===== src/rtl/mem_arbiter.sv =====
// Two-port round-robin arbiter sharing one memory bus between fetch (port 0) and data (port 1).
// Latency: request accepted at edge t issues MEM_exec in the cycle after t+1; completion pulses the cycle after MEM_data_ready.
// Backpressure: one-entry latch per port, O_reqN_ready low while occupied; issue stalls while MEM_ready is low in IDLE.
module mem_arbiter (
  input  logic        I_clk,
  input  logic        I_reset,
  input  logic        I_req0_exec,
  input  logic        I_req0_write,
  input  logic [1:0]  I_req0_size,
  input  logic [15:0] I_req0_addr,
  input  logic [15:0] I_req0_data,
  input  logic        I_req1_exec,
  input  logic        I_req1_write,
  input  logic [1:0]  I_req1_size,
  input  logic [15:0] I_req1_addr,
  input  logic [15:0] I_req1_data,
  output logic        O_req0_ready,
  output logic        O_req1_ready,
  output logic [15:0] O_req0_data,
  output logic [15:0] O_req1_data,
  output logic        O_req0_data_ready,
  output logic        O_req1_data_ready,
  input  logic        MEM_ready,
  output logic        MEM_exec,
  output logic        MEM_write,
  output logic [1:0]  MEM_size,
  output logic [15:0] MEM_addr,
  output logic [15:0] MEM_data_out,
  input  logic [15:0] MEM_data_in,
  input  logic        MEM_data_ready
);

  typedef struct packed {
    logic        write;
    logic [1:0]  size;
    logic [15:0] addr;
    logic [15:0] data;
  } req_t;

  typedef enum logic [1:0] {
    S_IDLE  = 2'd0,
    S_ISSUE = 2'd1,
    S_WAIT  = 2'd2
  } state_t;

  state_t state, state_nxt;
  logic   pend0, pend1;
  logic   last;
  logic   grant, grant_nxt;
  logic   issue, done;
  logic   acc0, acc1;
  req_t   lat0, lat1, mem_q;

  assign acc0 = I_req0_exec & ~pend0;
  assign acc1 = I_req1_exec & ~pend1;

  always_comb begin
    state_nxt = state;
    grant_nxt = grant;
    issue     = 1'b0;
    done      = 1'b0;
    MEM_exec  = 1'b0;
    case (state)
      S_IDLE: begin
        // On a tie the port that did not win last time goes next.
        if ((pend0 | pend1) && MEM_ready) begin
          issue     = 1'b1;
          state_nxt = S_ISSUE;
          grant_nxt = (pend0 && pend1) ? ~last : pend1;
        end
      end
      S_ISSUE: begin
        MEM_exec  = 1'b1;
        state_nxt = S_WAIT;
      end
      S_WAIT: begin
        if (MEM_data_ready) begin
          done      = 1'b1;
          state_nxt = S_IDLE;
        end
      end
      default: state_nxt = S_IDLE;
    endcase
  end

  always_ff @(posedge I_clk) begin
    if (I_reset) begin
      state             <= S_IDLE;
      pend0             <= 1'b0;
      pend1             <= 1'b0;
      last              <= 1'b1;
      grant             <= 1'b0;
      lat0              <= '0;
      lat1              <= '0;
      mem_q             <= '0;
      O_req0_data       <= '0;
      O_req1_data       <= '0;
      O_req0_data_ready <= 1'b0;
      O_req1_data_ready <= 1'b0;
    end else begin
      state             <= state_nxt;
      grant             <= grant_nxt;
      O_req0_data_ready <= 1'b0;
      O_req1_data_ready <= 1'b0;
      if (acc0) begin
        pend0 <= 1'b1;
        lat0  <= {I_req0_write, I_req0_size, I_req0_addr, I_req0_data};
      end
      if (acc1) begin
        pend1 <= 1'b1;
        lat1  <= {I_req1_write, I_req1_size, I_req1_addr, I_req1_data};
      end
      if (issue) begin
        mem_q <= grant_nxt ? lat1 : lat0;
        last  <= grant_nxt;
      end
      // A port cannot be accepting while it owns the bus, so no clash with the pend set above.
      if (done) begin
        if (grant) begin
          pend1             <= 1'b0;
          O_req1_data_ready <= 1'b1;
          if (!mem_q.write) O_req1_data <= MEM_data_in;
        end else begin
          pend0             <= 1'b0;
          O_req0_data_ready <= 1'b1;
          if (!mem_q.write) O_req0_data <= MEM_data_in;
        end
      end
    end
  end

  assign O_req0_ready = ~pend0;
  assign O_req1_ready = ~pend1;
  assign MEM_write    = mem_q.write;
  assign MEM_size     = mem_q.size;
  assign MEM_addr     = mem_q.addr;
  assign MEM_data_out = mem_q.data;

endmodule


===== config.mk =====
export PLATFORM = sky130hd
export DESIGN_NAME = mem_arbiter
export DESIGN_NICKNAME = d
export VERILOG_FILES = /design/src/rtl/mem_arbiter.sv
export SDC_FILE = /design/constraint.sdc
export NUM_CORES = 1
export LEC_CHECK = 0
export CAP_MARGIN = 30
export CORE_UTILIZATION = 40
export CTS_CLUSTER_SIZE = 16
export DETAILED_ROUTE_END_ITERATION = 12
export PLACE_DENSITY = 0.82
export SETUP_SLACK_MARGIN = 0.02
export SLEW_MARGIN = 20
export SYNTH_ARGS = -nofsm -noshare
export SYNTH_HDL_FRONTEND = slang
export SYNTH_SLANG_ARGS = --single-unit

===== constraint.sdc =====
create_clock -name I_clk -period 1.54 [get_ports I_clk]
set_clock_uncertainty 0.05 [all_clocks]
set_input_delay 0.308 -clock I_clk [delete_from_list [all_inputs] [get_ports I_clk]]
set_output_delay 0.308 -clock I_clk [all_outputs]
set_load 0.1 [all_outputs]

==> qor.txt <==
Status: complete, but fails checks
Violated checks: setup timing
Fin worst setup slack: -0.0772 ns
CTS tree: built
Number of synthesized flops with an enable pin: 0
Min-delay src: I_reset
Post-synth cell types: 30
Hold_buf cts: 0
First-pass GRT wire length: 27.2 mm
Vias: 5,794
Tot GR Track Use: 0.241
Slew at the pin with the worst max-slew slack: 0.419 ns
Die Ht: 120 um
Port-buffer cells: 163
Setup TNS: -0.928 ns
Final net count: 941
Part of the cycle the worst path needs: 1.05
Worst hold slack: 0.106 ns
Top-count cell post-synth: nand2_1
Minimum clock period: 1.62 ns
Dominant synthesized flop cell: dfxtp_1
Area growth syn-to-layout: 74.6%
Core footprint: 0.0135 mm2
Final Util: 0.725
Final-report max-slew violation count: 0
Clock latency on the worst-skew pair: 0.42 ns
Area of the mapped netlist: 0.00559 mm2
Fillers: 941
Worst Hold End: O_req0_data_ready
CTS buffer count: 17
FF+latch count, synth: 145
FFs w/ async S/R, synth: 0
Seq. cell area: 0.00292 mm2
Power, Total: 10.4 mW
Syn_nets: 762
FF-to-FF End: MEM_write
Setup crit start kind: flop
Clk buf depth: 2
Post-placement setup slack: -0.537 ns
Worst R2R Setup Slack: -0.08 ns
TritonCTS Sinks: 145
Die area: 0.0144 mm2
Gr ovfl total: 0
Synth area leaders: dfxtp_1 (52%), nand2_1 (10%), a21oi_1 (9.4%), a2111oi_0 (5.5%), nor4_1 (3.9%)
Post-synth top cells: nand2_1 (153), dfxtp_1 (145), a21oi_1 (105)
P per Cell Area: 1070 mW/mm2
Syn avg cell area: 8.34 um2
RSZ-0062 raised after global routing: yes
HPWL after detailed placement: 11.5 mm
Vias in the first global route: 5,462
Worst-path clk slew: 0.06 ns
Crit path DAT: 1.85 ns
Cells after Synth: 670
Fraction of layout cells with a size suffix above 1: 0.289
Starting Density: 0.415
Fmax: 0.618 GHz
Peak supply drop: 0.000750 V
First-pass detailed-route iteration total: 5
WS Path Type: reg -> reg
Drt initial violations: 440
Pleak: 3.51 nW
Worst r2r src: state[1]
# rows: 42
Hold depth: 2
Diode count: 0
GPL Wtd Cong: 0.798
Initial antenna violation count: 0
# IOs: 164
Final setup vio count: 32
Synth top area share: 0.519
Vias per cell: 5.59
Fin. Hold Viols: 0
CP max FO: 7
DR WL/cell: 18.5 um
Post-synthesis cell type with the largest combined area: dfxtp_1
Max_cap viols: 0
Sequential area share after synthesis: 0.519
CP Data Required Time: 1.77 ns
Number of H-tree levels: 4
Largest net degree at the start of global routing: 77
Drc violations: 0
Multi-input gate area: 0.00284 mm2
Worst setup EP type: flop
R2R depth: 4
WL final: 19.2 mm
Antenna viol nets, final: 0
Clk root buf: clkbuf_16
Width of the die: 120 um
Worst min-delay path class: in -> reg
Max-slew headroom: 0.718
Synth Warn #: 0
## per-layer routing
metal  wire length, um  GRT usage  part of all wire
met1              7720      0.298              0.40
met3              1410     0.0590             0.073
met2              9680      0.405              0.50
met4               398     0.0891             0.021
met5                 0          0                 0
## worst max-delay path, cell delays in order (launching register included)
cell and delay, ns:
dfxtp_2 0.34, or3b_4 0.41, buf_4 0.20, nor4_1 0.38, a2111oi_2 0.09
## worst max-delay path by stage
stage / cells after the start / end / slack [ns] / start
after detailed placement: 5 / MEM_data_out[7] / -0.54 / MEM_ready
after global placement: 5 / MEM_data_out[5] / -0.46 / MEM_ready
after floorplan: 4 / MEM_addr[12] / -0.22 / pend1
after global routing: 6 / MEM_addr[6] / -0.12 / state[1]
after CTS: 3 / MEM_exec / -0.05 / state[0]
final: 4 / MEM_write / -0.08 / state[1]
## power by group
group / switching [mW] / total (mW) / internal [mW]
combinational: 1.52 / 2.59 / 1.07
sequential: 0.212 / 4.18 / 3.96
clock: 1.57 / 3.64 / 2.07
## sequential cells by signal, indices dropped and copies added, names as in the netlist, 2 cells and up
register	count
MEM_addr	16
MEM_data_out	16
MEM_size	2
O_req0_data	16
O_req1_data	16
lat0	35
lat1	35
state	2
## area by class of cell
| type | count | area share |
|---|---|---|
| Clock buffer | 20 | 0.0458 |
| Clock inverter | 11 | 0.00692 |
| Inverter | 38 | 0.0153 |
| Multi-Input combinational cell | 423 | 0.291 |
| Sequential cell | 145 | 0.299 |
| Tap cell | 176 | 0.0226 |
| Timing Repair Buffer | 224 | 0.320 |
## placed cells by master, fill, tap and decap left out, drive strengths merged
cell	count
a2111oi	35
a211o	1
a211oi	1
a21boi	1
a21oi	105
a31o	5
buf	130
clkbuf	24
clkdlybuf4s50	89
clkinv	9
clkinvlp	3
dfxtp	145
dlymetal6s2s	1
inv	37
nand2	153
nand2b	7
nand4b	1
nand4bb	1
nor2	6
nor2b	4
nor3	6
nor3b	2
nor4	35
nor4bb	1
o211a	1
o211ai	27
o21a	1
o21ai	27
or2	2
or3b	1
## cell families (layout without fill, tap and decap cells)
kind of cell           count (synthesis)  in the layout  synth area share
buffers and inverters                102            293            0.0752
flip-flops                           145            145             0.519
AO/OA/AOI/OAI                        204            204             0.227
AND/OR/NAND/NOR                      219            219             0.179
## through the flow
step,std cells,cell area (um2)
floorplan,670,5620
finish,1037,9760
CTS,1016,9050
detailed placement,983,8410
global route,1037,9760
global placement,983,8410
## timing repair
| item | CTS | global route |
|---|---|---|
| buffers inserted | 2 | 15 |
| endpoints found under the setup margin | 38 | 58 |
| cloned | 0 | 6 |
| pin swaps | 0 | 30 |
| gates resized for setup | 34 | 96 |
No activity file was read; power rests on OpenSTA's default activity.
==> variant 1, RTL diff (same settings) <==
Make the reset (`I_reset`) asynchronous in one clocked block.
--- a/src/rtl/mem_arbiter.sv
+++ b/src/rtl/mem_arbiter.sv
@@ -83,7 +83,7 @@
     endcase
   end
 
-  always_ff @(posedge I_clk) begin
+  always_ff @(posedge I_clk or posedge I_reset) begin
     if (I_reset) begin
       state             <= S_IDLE;
       pend0             <= 1'b0;
Formal check against the unedited RTL: differs if I_reset is asserted again (counterexample within 4 cycles, from zero or initial values and one cycle with I_reset high); with I_reset held inactive, the same outputs for 4 cycles.
==> variant 1 against the unedited design <==
The flow still finishes with violations (negative setup slack). Routed wire length down 3.2%. Synthesized area grew 6.8%. Critical endpoint is now O_req1_data[11]. Sequential cell count unchanged. Design area increased by 5.3%. Critical path depth increased by 1. Highest routed layer unchanged. Worst hold slack better by 0.20 ns. Setup slack worse by 0.13 ns. Largest cell class is now flip-flops and latches.
Power is not shown: default switching activity piles up to over one toggle a cycle in this logic, so the estimate is an artifact.
==> variant 1: results (changes against the unedited design) <==
relative slew slack: 0.580 (-0.138)
dominant synthesized flop cell: dfrtp_1
final worst slack: -0.210 ns (-0.133 ns)
synth top area cells: dfrtp_1 (60%), mux2_2 (16%), a2bb2oi_2 (7.3%)
CP max FO: 8 (+1)
initial DRC count: 286 (-35%)
drt pass-1 iters: 4 (-1)
Post-synth ARST share: 1.00 (+1.00)
antenna cells: 0 (unchanged)
CP endpoint: O_req1_data[11]
dpl cells: 717 (-27%)
number of global-route vias before repair: 4,726 (-13%)
Final nets: 679 (-28%)
GPL Wtd Cong: 0.775 (-2.8%)
H-tree depth: 4 (unchanged)
first-pass GRT wire length: 25,400 um (-6.7%)
hpwl dp: 10,500 um (-9.1%)
DR vias/cell: 5.50 (-1.6%)
violated checks: negative setup slack
WL met2: 9800 um (+1.3%)
compound-gate portion of the synthesized area: 0.143 (-0.0838)
Reg2Reg Depth: 5 (+1)
Synth top cells by count: dfrtp_1 (144), mux2_2 (87), o32ai_1 (35)
Syn Area/Cell: 16.0 um^2 (+92%)
Total GRT Usage: 0.228 (-0.0136)
reg-to-reg startpoint: state[0]
status: finished with violations
layout cells sized above 1: 0.532 (+0.242)
Setup Viol. Count Final: 109 (+240%)
mux share of post-synthesis cell area: 0.199 (+0.199)
syn nets: 464 (-39%)
Routed WL: 18,600 um (-3.2%)
sequential-to-total area share from yosys stat: 0.608 (+0.0889)
met3 WL post-DR: 1080 um (-23%)
largest net degree at the start of global routing: 60 (-22%)
worst skew pair latency: 0.43 ns
M1 WL: 7290 um (-5.5%)
Hold/Removal Path Class: input port to async pin
wire length per cell: 23.7 um (+28%)
==> variant 1: cell types whose count changed in the layout (fill, tap and decap cells not counted), moves of 89 or more <==
cell / unedited run / this run
nand2_1: 153 / 0
dfxtp_1: 140 / 0
mux2_4: 0 / 89
dfrtp_1: 0 / 143
a21oi_1: 102 / 1
==> variant 1: critical path, stage by stage, from the launching register on <==
cell,delay [ns]
dfrtp_1,0.40
buf_6,0.14
nand4b_1,0.27
nor2_4,0.26
clkbuf_16,0.21
mux2_4,0.31
==> variant 1: through the flow <==
step / hold slack, ns / setup slack, ns / cell area (um^2) / util / setup TNS (ns)
4_1_cts: 0.314 / -0.0894 / 9750 / 0.671 / -2.74
5_1_grt: 0.334 / -0.225 / 10300 / 0.707 / -11.43
3_3_place_gp: 0.440 / -0.333 / 8780 / 0.604 / -28.78
6_report: 0.306 / -0.210 / 10300 / 0.707 / -7.01
2_1_floorplan: 0.383 / -0.636 / 5980 / - / -107.45
3_5_place_dp: 0.446 / -0.358 / 8780 / 0.604 / -31.64
==> variant 1: repair_timing <==
action,4_1_cts,5_1_grt
hold buffers,0,0
pin swaps,0,4
setup buffers,14,10
gates resized for setup,45,72
endpoints found under the setup margin,70,112
cloned,4,8
==> variant 1: cells by family after synthesis <==
family | count (synthesis)
AOI/OAI and AO/OA | 76
buffers and inverters | 33
DFF | 145
muxes | 102
and+or+nand+nor | 16
==> variant 1: layout make-up <==
cell class | instances | area, um^2
fillers | 911 | 4260
flip-flops and latches | 145 | 3630
repair buffers | 224 | 3240
multi-input cells | 195 | 2540
clock buffers | 19 | 443
well taps | 184 | 230
clock inverters | 13 | 161
inverters | 4 | 25.0
==> variant 1: metal layers <==
metal  GRT usage  vias to the layer above
li1            -                     1841
met1       0.259                     2278
met2       0.401                      159
met3      0.0687                       34
met4      0.0833                        0
met5           0                        -
==> variant 2, RTL diff (config.mk and constraints unchanged) <==
Without the edit above. Encoding of `state_t`: now one-hot (3 bits for 3 states).
--- a/src/rtl/mem_arbiter.sv
+++ b/src/rtl/mem_arbiter.sv
@@ -37,10 +37,10 @@
     logic [15:0] data;
   } req_t;
 
-  typedef enum logic [1:0] {
-    S_IDLE  = 2'd0,
-    S_ISSUE = 2'd1,
-    S_WAIT  = 2'd2
+  typedef enum logic [2:0] {
+    S_IDLE  = 3'b001,
+    S_ISSUE = 3'b010,
+    S_WAIT  = 3'b100
   } state_t;
 
   state_t state, state_nxt;
Check against the original RTL: same outputs for any inputs over 4 cycles, from zero or initial values and one cycle with I_reset high; so few cycles prove little.
==> variant 2 against the unedited design <==
The run still ends with negative setup slack left. Fmax is 0.25% lower. Register-to-register slack better by 0.03 ns. Synthesized area is 2.0% higher. Routed wire length is 19% lower. Design area is 3.5% lower. Power is 2.0% higher. Sequential cell count is 1 higher. Count of clock-buffer cells in the layout is 2 higher. First-iteration DRC count is 50% lower. Via count is 15% lower. Combinational power is 19% lower. Setup slack worse by 0.0040 ns. Worst hold slack better by 0.041 ns. Critical path type is now flip-flop to output port.
==> variant 2: results (changes against the unedited design) <==
Setup Viol. Count Final: 27 (-16%)
leakage power: 0.00366 uW (+4.4%)
M1 GR Usage: 0.249 (-0.0497)
final-layout non-clock buffer area share: 0.301 (-0.0184)
wire length per cell: 15.7 um (-15%)
Hold Crit Endpoint: lat1[33]
sequential-to-total area share from yosys stat: 0.513 (-0.00686)
reg-to-reg startpoint: state[2]
critical path launch point: state[2]
number of non-clock inverters: 37 (-2.6%)
synth unique cells: 31 (+3.3%)
Final nets: 888 (-5.6%)
violated checks: negative setup slack
Total GRT Usage: 0.216 (-0.0250)
# fillers: 997 (+6.0%)
Crit Path Class: flip-flop to output port
first-pass GRT wire length: 24,400 um (-11%)
crit path DAT: 1.26 ns (-0.59 ns)
status: finished with violations
Peak supply drop: 0.789 mV (+5.2%)
final worst slack: -0.0812 ns (-0.00401 ns)
Sw Share: 0.272 (-0.0455)
met3 WL post-DR: 728 um (-48%)
synth top area cells: dfxtp_1 (51%), nand2_1 (9.3%), o221a_2 (6.7%)
drt pass-1 iters: 4 (-1)
Crit path largest cell delay: 0.32 ns (-0.09 ns)
WL met2: 8000 um (-17%)
clock-cell share of area: 0.0667 (+0.0140)
Syn Area/Cell: 9.04 um^2 (+8.3%)
Synth top cells by count: dfxtp_1 (146), nand2_1 (142), a21oi_1 (72)
Routed WL: 15,600 um (-19%)
Non-clk bufs: 198 (-12%)
[variant 2: changes by cell type after synthesis, sizes merged, moves of 5 or more]
cell     unedited run  this run
nand2b              7        51
a2111oi            35         0
a31oi               0        35
o21ai              27         1
clkbuf             49        35
o221a               0        35
nor4               35         0
a21oi             105        72
a31o                5         0
mux2i               0        32
nand2             153       142
o211ai             27         1
[variant 2: repair_timing]
item	CTS	global route
gates resized for setup	13	20
setup endpoints to repair	3	44
buffers inserted	4	1
pin swaps	4	5
endpoints found under the hold margin	0	0
cloned	0	1
[variant 2: cells by family (layout without fill, tap and decap cells)]
group | after synthesis | in the layout | synth area share
and+or+nand+nor | 215 | 215 | 0.181
AOI/OAI and AO/OA | 149 | 149 | 0.183
buffers and inverters | 89 | 267 | 0.0674
DFF | 146 | 146 | 0.513
muxes | 32 | 32 | 0.0562
